File: src/rtl/acc_share_pkg.sv
// Shared types and widths for the accumulator-sharing scheduler.
//   state_t    : scheduler FSM states
//   ACC_W      : accumulator datapath width
//   RES_W      : result width ({carry_count, acc})
//   onehot_idx : index of the set bit in a one-hot vector of up to 8 bits
package acc_share_pkg;

  localparam int unsigned ACC_W = 8;
  localparam int unsigned RES_W = 16;

  typedef enum logic [1:0] {
    IDLE = 2'd0,
    CLR  = 2'd1,
    RUN  = 2'd2,
    DONE = 2'd3
  } state_t;

  // Encode a one-hot (or zero) vector to its bit index; zero maps to 0.
  function automatic logic [2:0] onehot_idx(input logic [7:0] oh);
    logic [2:0] r;
    r = 3'd0;
    for (int i = 0; i < 8; i++) begin
      if (oh[i]) r = 3'(i);
    end
    return r;
  endfunction

endpackage

File: src/rtl/acc_share_sched_if.sv
// Requester / result bundle of the accumulator-sharing scheduler.
//   req       : per-requester job request (level, held until result taken)
//   opd_*     : per-requester operand stream, 8 bits per requester slice
//   opd_ready : operand accepted this cycle (one-hot or zero)
//   res_*     : shared result port with valid/ready handshake
// Modports: master = requester/consumer side, slave = scheduler.
interface acc_share_sched_if
  import acc_share_pkg::*;
#(
  parameter int unsigned NREQ = 4
);

  localparam int unsigned IDW = (NREQ > 1) ? $clog2(NREQ) : 1;

  logic [NREQ-1:0]       req;
  logic [ACC_W*NREQ-1:0] opd_data;
  logic [NREQ-1:0]       opd_valid;
  logic [NREQ-1:0]       opd_last;
  logic [NREQ-1:0]       opd_ready;
  logic                  res_valid;
  logic                  res_ready;
  logic [RES_W-1:0]      res_data;
  logic [IDW-1:0]        res_id;
  logic                  res_err;

  modport master (
    output req, opd_data, opd_valid, opd_last, res_ready,
    input  opd_ready, res_valid, res_data, res_id, res_err
  );

  modport slave (
    input  req, opd_data, opd_valid, opd_last, res_ready,
    output opd_ready, res_valid, res_data, res_id, res_err
  );

endinterface

File: src/rtl/acc_share_sched_rr_arbiter.sv
// Combinational round-robin arbiter: grants the first asserted request at or
// after ptr, wrapping past NREQ-1 back to 0.
//   req : request vector
//   ptr : highest-priority index
//   gnt : one-hot grant, zero when no request
module rr_arbiter #(
  parameter int unsigned NREQ = 4,
  localparam int unsigned IDW = (NREQ > 1) ? $clog2(NREQ) : 1
) (
  input  logic [NREQ-1:0] req,
  input  logic [IDW-1:0]  ptr,
  output logic [NREQ-1:0] gnt
);

  logic found;
  int   idx;

  // Scan NREQ positions starting at ptr; first hit wins.
  always_comb begin
    gnt   = '0;
    found = 1'b0;
    idx   = 0;
    for (int off = 0; off < int'(NREQ); off++) begin
      idx = int'(ptr) + off;
      if (idx >= int'(NREQ)) idx = idx - int'(NREQ);
      if (!found && req[idx]) begin
        gnt[idx] = 1'b1;
        found    = 1'b1;
      end
    end
  end

endmodule

File: src/rtl/acc_share_sched.sv
// Round-robin scheduler sharing one external 8-bit accumulator between NREQ
// requesters. A job clears the accumulator, streams the owner's operands in,
// counts adder carry-outs and returns {carry_count, acc_q} with the owner id.
//   clk, clear : clock, synchronous active-high reset
//   bus        : requester operands/requests and shared result port
//   gnt        : current owner, one-hot, registered
//   acc_clear, acc_in, acc_cin : drive the accumulator instance
//   acc_q, acc_cout            : accumulator register value and adder carry
module acc_share_sched
  import acc_share_pkg::*;
#(
  parameter int unsigned NREQ   = 4,
  parameter int unsigned MAXLEN = 255
) (
  input  logic             clk,
  input  logic             clear,
  acc_share_sched_if.slave bus,
  output logic [NREQ-1:0]  gnt,
  output logic             acc_clear,
  output logic [ACC_W-1:0] acc_in,
  output logic             acc_cin,
  input  logic [ACC_W-1:0] acc_q,
  input  logic             acc_cout
);

  localparam int unsigned IDW = (NREQ > 1) ? $clog2(NREQ) : 1;
  localparam int unsigned CW  = $clog2(MAXLEN + 1);

  state_t           state;
  logic [IDW-1:0]   rr_ptr;
  logic [IDW-1:0]   g_idx;
  logic [IDW-1:0]   g_next;
  logic [ACC_W-1:0] carry_count;
  logic [CW-1:0]    op_count;
  logic [NREQ-1:0]  arb_gnt;
  logic [ACC_W-1:0] data_g;
  logic             req_g;
  logic             last_g;
  logic             accept;

  rr_arbiter #(.NREQ(NREQ)) u_arb (
    .req (bus.req),
    .ptr (rr_ptr),
    .gnt (arb_gnt)
  );

  // Owner's operand slice and control bits, selected by the one-hot grant.
  always_comb begin
    data_g = '0;
    for (int i = 0; i < int'(NREQ); i++) begin
      if (gnt[i]) data_g = bus.opd_data[i*ACC_W +: ACC_W];
    end
    req_g  = |(bus.req & gnt);
    last_g = |(bus.opd_last & gnt);
    // opd_ready is only ever set for the owner while in RUN.
    accept = |(bus.opd_valid & bus.opd_ready);
  end

  // Pointer moves past the owner when its job ends (result taken or abort).
  assign g_next = (g_idx == IDW'(NREQ - 1)) ? '0 : g_idx + IDW'(1);

  // Accumulator drive: add only accepted operands, so it holds otherwise.
  assign acc_clear    = clear | (state == CLR);
  assign acc_in       = (accept && !clear) ? data_g : '0;
  assign acc_cin      = 1'b0;
  assign bus.res_data = {carry_count, acc_q};

  // Scheduler FSM with registered grant, ready and result outputs.
  always_ff @(posedge clk) begin
    if (clear) begin
      state         <= IDLE;
      gnt           <= '0;
      g_idx         <= '0;
      rr_ptr        <= '0;
      carry_count   <= '0;
      op_count      <= '0;
      bus.opd_ready <= '0;
      bus.res_valid <= 1'b0;
      bus.res_err   <= 1'b0;
      bus.res_id    <= '0;
    end else begin
      case (state)
        IDLE: begin
          if (|bus.req) begin
            gnt   <= arb_gnt;
            g_idx <= IDW'(onehot_idx(8'(arb_gnt)));
            state <= CLR;
          end
        end
        CLR: begin
          carry_count   <= '0;
          op_count      <= '0;
          bus.opd_ready <= gnt;
          state         <= RUN;
        end
        RUN: begin
          if (!req_g) begin
            // Requester withdrew mid-job: drop it without a result.
            gnt           <= '0;
            bus.opd_ready <= '0;
            rr_ptr        <= g_next;
            state         <= IDLE;
          end else if (accept) begin
            carry_count <= carry_count + ACC_W'(acc_cout);
            op_count    <= op_count + CW'(1);
            if (last_g || (op_count == CW'(MAXLEN - 1))) begin
              bus.opd_ready <= '0;
              bus.res_valid <= 1'b1;
              bus.res_err   <= ~last_g;
              bus.res_id    <= g_idx;
              state         <= DONE;
            end
          end
        end
        DONE: begin
          if (bus.res_ready) begin
            bus.res_valid <= 1'b0;
            bus.res_err   <= 1'b0;
            gnt           <= '0;
            rr_ptr        <= g_next;
            state         <= IDLE;
          end
        end
        default: state <= IDLE;
      endcase
    end
  end

endmodule

File: src/flat_wrapper.sv
// flat-port wrapper written by rule: the top's interface ports become plain ports
module acc_share_sched_flat import acc_share_pkg::*;
#(
  parameter int unsigned NREQ   = 4,
  parameter int unsigned MAXLEN = 255
)
  (clk, clear, gnt, acc_clear, acc_in, acc_cin, acc_q, acc_cout, bus_req, bus_opd_data, bus_opd_valid, bus_opd_last, bus_res_ready, bus_opd_ready, bus_res_valid, bus_res_data, bus_res_id, bus_res_err);
  acc_share_sched_if #(.NREQ(NREQ)) bus_i ();
  input  logic clk;
  input  logic clear;
  output logic [NREQ-1:0] gnt;
  output logic acc_clear;
  output logic [ACC_W-1:0] acc_in;
  output logic acc_cin;
  input  logic [ACC_W-1:0] acc_q;
  input  logic acc_cout;
  input wire logic [$bits(bus_i.req)-1:0] bus_req;
  input wire logic [$bits(bus_i.opd_data)-1:0] bus_opd_data;
  input wire logic [$bits(bus_i.opd_valid)-1:0] bus_opd_valid;
  input wire logic [$bits(bus_i.opd_last)-1:0] bus_opd_last;
  input wire logic [$bits(bus_i.res_ready)-1:0] bus_res_ready;
  output wire logic [$bits(bus_i.opd_ready)-1:0] bus_opd_ready;
  output wire logic [$bits(bus_i.res_valid)-1:0] bus_res_valid;
  output wire logic [$bits(bus_i.res_data)-1:0] bus_res_data;
  output wire logic [$bits(bus_i.res_id)-1:0] bus_res_id;
  output wire logic [$bits(bus_i.res_err)-1:0] bus_res_err;
  assign bus_i.req = bus_req;
  assign bus_i.opd_data = bus_opd_data;
  assign bus_i.opd_valid = bus_opd_valid;
  assign bus_i.opd_last = bus_opd_last;
  assign bus_i.res_ready = bus_res_ready;
  assign bus_opd_ready = bus_i.opd_ready;
  assign bus_res_valid = bus_i.res_valid;
  assign bus_res_data = bus_i.res_data;
  assign bus_res_id = bus_i.res_id;
  assign bus_res_err = bus_i.res_err;
  acc_share_sched #(.NREQ(NREQ), .MAXLEN(MAXLEN)) u_core (.clk(clk), .clear(clear), .bus(bus_i), .gnt(gnt), .acc_clear(acc_clear), .acc_in(acc_in), .acc_cin(acc_cin), .acc_q(acc_q), .acc_cout(acc_cout));
endmodule
File: config.mk
export PLATFORM = sky130hd
export DESIGN_NAME = acc_share_sched_flat
export DESIGN_NICKNAME = d
export VERILOG_FILES = /design/src/rtl/acc_share_pkg.sv /design/src/rtl/acc_share_sched_if.sv /design/src/rtl/acc_share_sched_rr_arbiter.sv /design/src/rtl/acc_share_sched.sv /design/src/flat_wrapper.sv
export SDC_FILE = /design/constraint.sdc
export NUM_CORES = 1
export LEC_CHECK = 0
export CAP_MARGIN = 20
export CORE_MARGIN = 8
export CORE_UTILIZATION = 35
export DETAILED_ROUTE_END_ITERATION = 12
export PLACE_DENSITY = 0.67
export SETUP_SLACK_MARGIN = 0.5
export SYNTH_ARGS = -nofsm -noshare
export SYNTH_HDL_FRONTEND = slang
export SYNTH_SLANG_ARGS = --single-unit
File: constraint.sdc
create_clock -name clk -period 7.4 [get_ports clk]
set_input_delay 1.48 -clock clk [delete_from_list [all_inputs] [get_ports clk]]
set_output_delay 1.48 -clock clk [all_outputs]
set_load 0.01 [all_outputs]
Word-level counts from Yosys, hierarchy flattened:

Cells that the tools add are included.

* logic and storage cells: 154
* output and inout bits: 38
* bits of input ports: 56
* register bits after elaboration: 34

* muxes and demuxes: 72
* add/sub/neg operators: 10
* reduce and logical (&&, ||, !) cells: 29
* equal/unequal tests: 13
* bitwise logic cells: 8
* magnitude comparators: 12

Operator list (number)
* >= comparator 32 x 1 -> 1 bit (second input constant): 4
* less-than comparator 32 x 4 -> 1 bit (second input constant): 4
* two-way mux 32 bit: 4
* two-way mux 8 bit: 9
* two-way mux 4 bit: 10
* case mux 8 bit (2 select lines): 2
* two-way mux 1 bit: 23
* two-way mux 2 bit: 10
* OR reduction 4 bit: 4
* bitwise AND 4 bit: 3
* bitwise OR 4 bit: 3
* case mux 4 bit (3 select lines): 1
* AND reduction 4 bit: 3
* subtractor 3 x 3 -> 4 bit (second input constant): 3
* >= comparator 3 bit (second input constant): 3
* AND reduction 3 bit: 3
* adder 8 x 1 -> 8 bit: 1
* adder 8 x 1 -> 8 bit (second input constant): 1
* binary-select mux 1 bit (select 2 bit): 4
* demux 1 bit (select 2 bit): 4
* equality test 8 bit (second input constant): 1
* logical AND 1 bit: 8
* inequality test 2 x 1 -> 1 bit (second input constant): 4
* case mux 2 bit (4 select lines): 1
* 21 further kinds: 31

Logic depth before layout (Yosys ltp):

* word-level depth: 18
* depth in mapped cells: 9
* gate-level depth less buffers: 8

By module:

From an unflattened synthesis, not the netlist that was laid out.

* cells, all modules: 295
* area, all modules: 2453.6 µm²

By module, submodules not included
* acc_share_sched: times used 1, seq. area each 680.7 µm², cells an instance 263, area each 2125.8 µm²
* rr_arbiter: times used 1, seq. area each 0.0 µm², cells an instance 32, area each 327.8 µm²

Least setup slack after synthesis:

No wires, ideal clock.

* path type: input to output
* from: input bus_opd_valid[1]
* to: output acc_in[0]
* data required time: 5920 ps
* buffers on the path: 1
* cell stages on the path: 5
* setup slack: 3741 ps
* arrival: 2179 ps
* cell sequence: a22oi_1 -> nand2_1 -> nand2b_1 -> buf_1 -> nor2_1

* cells in the longest elaborated chain, start to end: 4

RTL lines
* start, declared: RTL line flat_wrapper.sv:19 `input wire logic [$bits(bus_i.opd_valid)-1:0] bus_opd_valid;`
* bitwise AND 4 bit: RTL line acc_share_sched.sv:56 `accept = |(bus.opd_valid & bus.opd_ready);`
* OR reduction 4 bit: RTL line acc_share_sched.sv:56
* logical AND 1 bit: RTL line acc_share_sched.sv:64 `assign acc_in = (accept && !clear) ? data_g : '0;`
* two-way mux 8 bit: RTL line acc_share_sched.sv:64
* end, declared: RTL line flat_wrapper.sv:13 `output logic [ACC_W-1:0] acc_in;`

No other way between the ends.

Worst setup path in the final report:

* from: input bus_opd_valid[1]
* to: output acc_in[7]

The elaborated chain is that of the path after synthesis.

==> impl_metrics.csv <==
group,metric,value,unit
outcome,status,"complete, no violations",
yosys,synth_top_area_share,29.5,%
power_and_ir_drop,powerDensity,185,nW/um^2
critical_path,crit_type,"primary input to output port",
yosys,yosys_register_bits,34,
timing,min_period,4660,ps
yosys,synth_edf_count,0,
global_routing,overflow,0,
critical_path,crit_top_cell,"clkdlybuf4s50_1",
hold_path,min_path_type,"flip-flop to flip-flop",
critical_path,crit_path_end,"acc_in[7]",
drt,wl_per_cell,15.2,um
global_routing,grt_max_degree,27,
power_and_ir_drop,leakage,0.00116,uW
yosys,ys_top_cells_by_area,"dfxtp_1, ha_1, nor2_1",
yosys,synth_cell_types,41,
yosys,synth_top_area_cell,"dfxtp_1",
placement,place_congestion,0.851,
yosys,synthAdderAreaFrac,8.68,%
placement,dp_hpwl,4980,um
clock_tree,clk_pin_slew,70,ps
floorplanning,die_h,97.2,um
floorplanning,die_area,9450,sq um
global_routing,grt_pass1_wl,10800,um
timing,rsz0062_at_grt,"no",
yosys,yosysSeqAreaShare,29.5,%
critical_path,critPathTopFamily,"buffers and inverters",
yosys,syn_area,2310,sq um
drt,drt_iter0_markers,149,
critical_path,critPathBufInv,2,
placement,io_buffers,76,
critical_path,crit_fanout,8,
global_routing,grt_pass1_vias,2149,
clock_tree,cts_buffers,5,
critical_path,cp_slowest_cell,"clkdlybuf4s50_1",
finish,nNetsFinal,416,
clock_tree,clkLatencyLatePin,290,ps
yosys,synthMuxAreaShare,5.69,%
clock_tree,cts_tree,"yes",
placement,placed_cells,413,
placement,dp_slack,2730,ps
critical_path,cp.depth,6,
critical_path,r2r-end,"u_core.g_idx[0]",
finish,drive_gt1_share,5.52,%
drt,drtPass1Iterations,4,
timing,slew_headroom,52.4,%
timing,tns,0,ps
finish,area_delta_synth_final,36.3,%
timing,fmax,0.215,GHz
floorplanning,core,6350,sq um
drt,drc_errors,0,
floorplanning,floorplan.initialDensity,36.3,%
timing,tightest_slew,713,ps
timing,drv_slew,0,
job,max_cap_violations,0,
yosys,synth_flop_cell,"dfxtp_1",
yosys,synth_top_family_by_area,"simple AND/OR/NAND/NOR gates",
critical_path,cp_slowest_stage_delay,490,ps
clock_tree,cts_sinks,34,
yosys,synth-xor-area-share,3.42,%
drt,postRouteAntennaNets,0,
critical_path,rr_worst_depth,8,
timing,skew,5.35,ps
floorplanning,row_count,29,
critical_path,critical_path.cell_chain,"clkdlybuf4s50_1 > a22oi_1 > nand2_1 > nand2b_1 > nor2_1 > clkdlybuf4s50_1",
critical_path,crit_start,"bus_opd_valid[1]",
yosys,synthSimpleGateAreaFrac,25.2,%
drt,num_vias,2261,
yosys,synth_compound_area_share,19.8,%
timing,setup_ws,2740,ps
critical_path,cp.required,5920,ps
power_and_ir_drop,ir_drop,0.115,mV
critical_path,cp-end-kind,"output port",
yosys,synthMostInstantiatedCell,"nor2_1",
critical_path,cp-start-kind,"primary input",
yosys,postSynth.asyncResetShare,0,%
global_routing,antenna_found_initial,0,
yosys,ys.warnings.count,0,
critical_path,critPathArrivalTime,3180,ps
yosys,yosys-top-cells-count,"nor2_1, dfxtp_1, nand2_1, a21oi_1",
finish,fin_cells,421,
timing,finalCritPeriodShare,62.9,%
floorplanning,io_pins,94,
drt,routed_wl,6400,um
timing,finalHoldViolations,0,
yosys,synth_fp_nets,356,
clock_tree,clockBufferDepth,2,
global_routing,grtUsageTotal,13.7,%
clock_tree,post_cts_buffers,0,
yosys,syn_area_per_cell,8.12,sq um
clock_tree,cts_max_level,2,
drt,viasPerCell,5.37,
yosys,synth_cells,284,
floorplanning,fp.dieW,97.2,um
critical_path,reg2reg_from,"u_core.rr_ptr[0]",
clock_tree,cts_hold_buf,0,
clock_tree,post_cts_resized,0,
timing,setup_viol,0,
finish,insertedDiodeCount,0,
critical_path,reg2reg_slack,4720,ps
clock_tree,cts_root_buffer,"clkbuf_8",
==> per-stage QoR <==
| step | instance area, sq um | util, % | hold WS [ps] | total power (uW) |
|---|---|---|---|---|
| final | 3140 | 49.5 | 469 | 581 |
| after global placement | 3030 | 47.7 | 451 | 405 |
| after global routing | 3140 | 49.5 | 489 | 622 |
| after floorplan | 2310 | - | 465 | 349 |
| after CTS | 3140 | 49.4 | 471 | 584 |
| after detailed placement | 3030 | 47.7 | 444 | 407 |
==> worst register-to-register path, stage by stage (launching register included) <==
cell	delay, ps
dfxtp_1	540
inv_1	160
ha_1	350
mux4_1	700
nor4b_4	370
a32oi_1	100
o211ai_1	120
nand2b_1	100
a211oi_2	170
==> cells in the final DEF (no fill, tap or decap), drive strengths merged, types with 8 or more instances in the layout <==
cell type	Yosys	layout
a21oi	18	18
a221oi	8	8
a22oi	15	15
clkdlybuf4s50	0	76
dfxtp	34	34
ha	16	16
inv	8	8
nand2	25	25
nor2	38	38
nor2b	11	11
nor3	16	16
==> registers in the layout, indices dropped and copies added, names as in the netlist <==
signal	count
u_core.state	2
u_core.rr_ptr	2
u_core.bus.res_id	2
u_core.g_idx	2
u_core.bus.opd_ready	4
u_core.gnt	4
u_core.bus.res_valid	1
u_core.carry_count	8
u_core.bus.res_err	1
u_core.op_count	8
==> power by group <==
| group | internal (uW) | switching [uW] |
|---|---|---|
| Combinational | 91.4 | 99.1 |
| Sequential | 194 | 22.2 |
| Clock | 108 | 67.0 |
| Total | 393 | 188 |
==> metal layers <==
layer | up-vias | global-route usage [%] | wire length (um) | share of wire, %
met4 | 0 | 4.73 | 107 | 1.7
met1 | 1034 | 18.2 | 3200 | 50
met3 | 9 | 3.91 | 435 | 6.8
li1 | 1130 | - | - | -
met2 | 88 | 20.4 | 2650 | 41
met5 | - | 0 | 0 | 0
==> cells by family (layout without fill, tap and decap cells) <==
| logic type | after synthesis | after routing |
|---|---|---|
| buf+inv | 33 | 93 |
| other cells | 1 | 1 |
| fa+ha+maj | 16 | 16 |
| mux | 7 | 7 |
| flops | 34 | 34 |
| simple gates | 119 | 119 |
| compound gates | 65 | 65 |
| xor+xnor | 9 | 9 |
==> area by class of cell <==
cell class              count  area [sq um]
clock buffers               6          82.6
clock inverters             1          30.0
fillers                   606          3210
inverters                   8          30.0
multi-input cells         217          1450
flip-flops and latches     34           681
well taps                  77          96.3
repair buffers             78           773
==> worst min path at each step <==
stage / start / endpoint / slack (ps) / depth (start not counted)
after global placement: u_core.bus.res_valid / u_core.bus.res_valid / 450 / 1
after detailed placement: u_core.bus.res_err / u_core.bus.res_err / 440 / 1
after CTS: u_core.bus.res_err / u_core.bus.res_err / 470 / 1
after global routing: u_core.bus.res_err / u_core.bus.res_err / 490 / 1
after floorplan: u_core.state[1] / u_core.state[1] / 460 / 2
final: u_core.bus.res_valid / u_core.bus.res_valid / 470 / 1
Note: power is estimated with default switching activity, not from simulation.
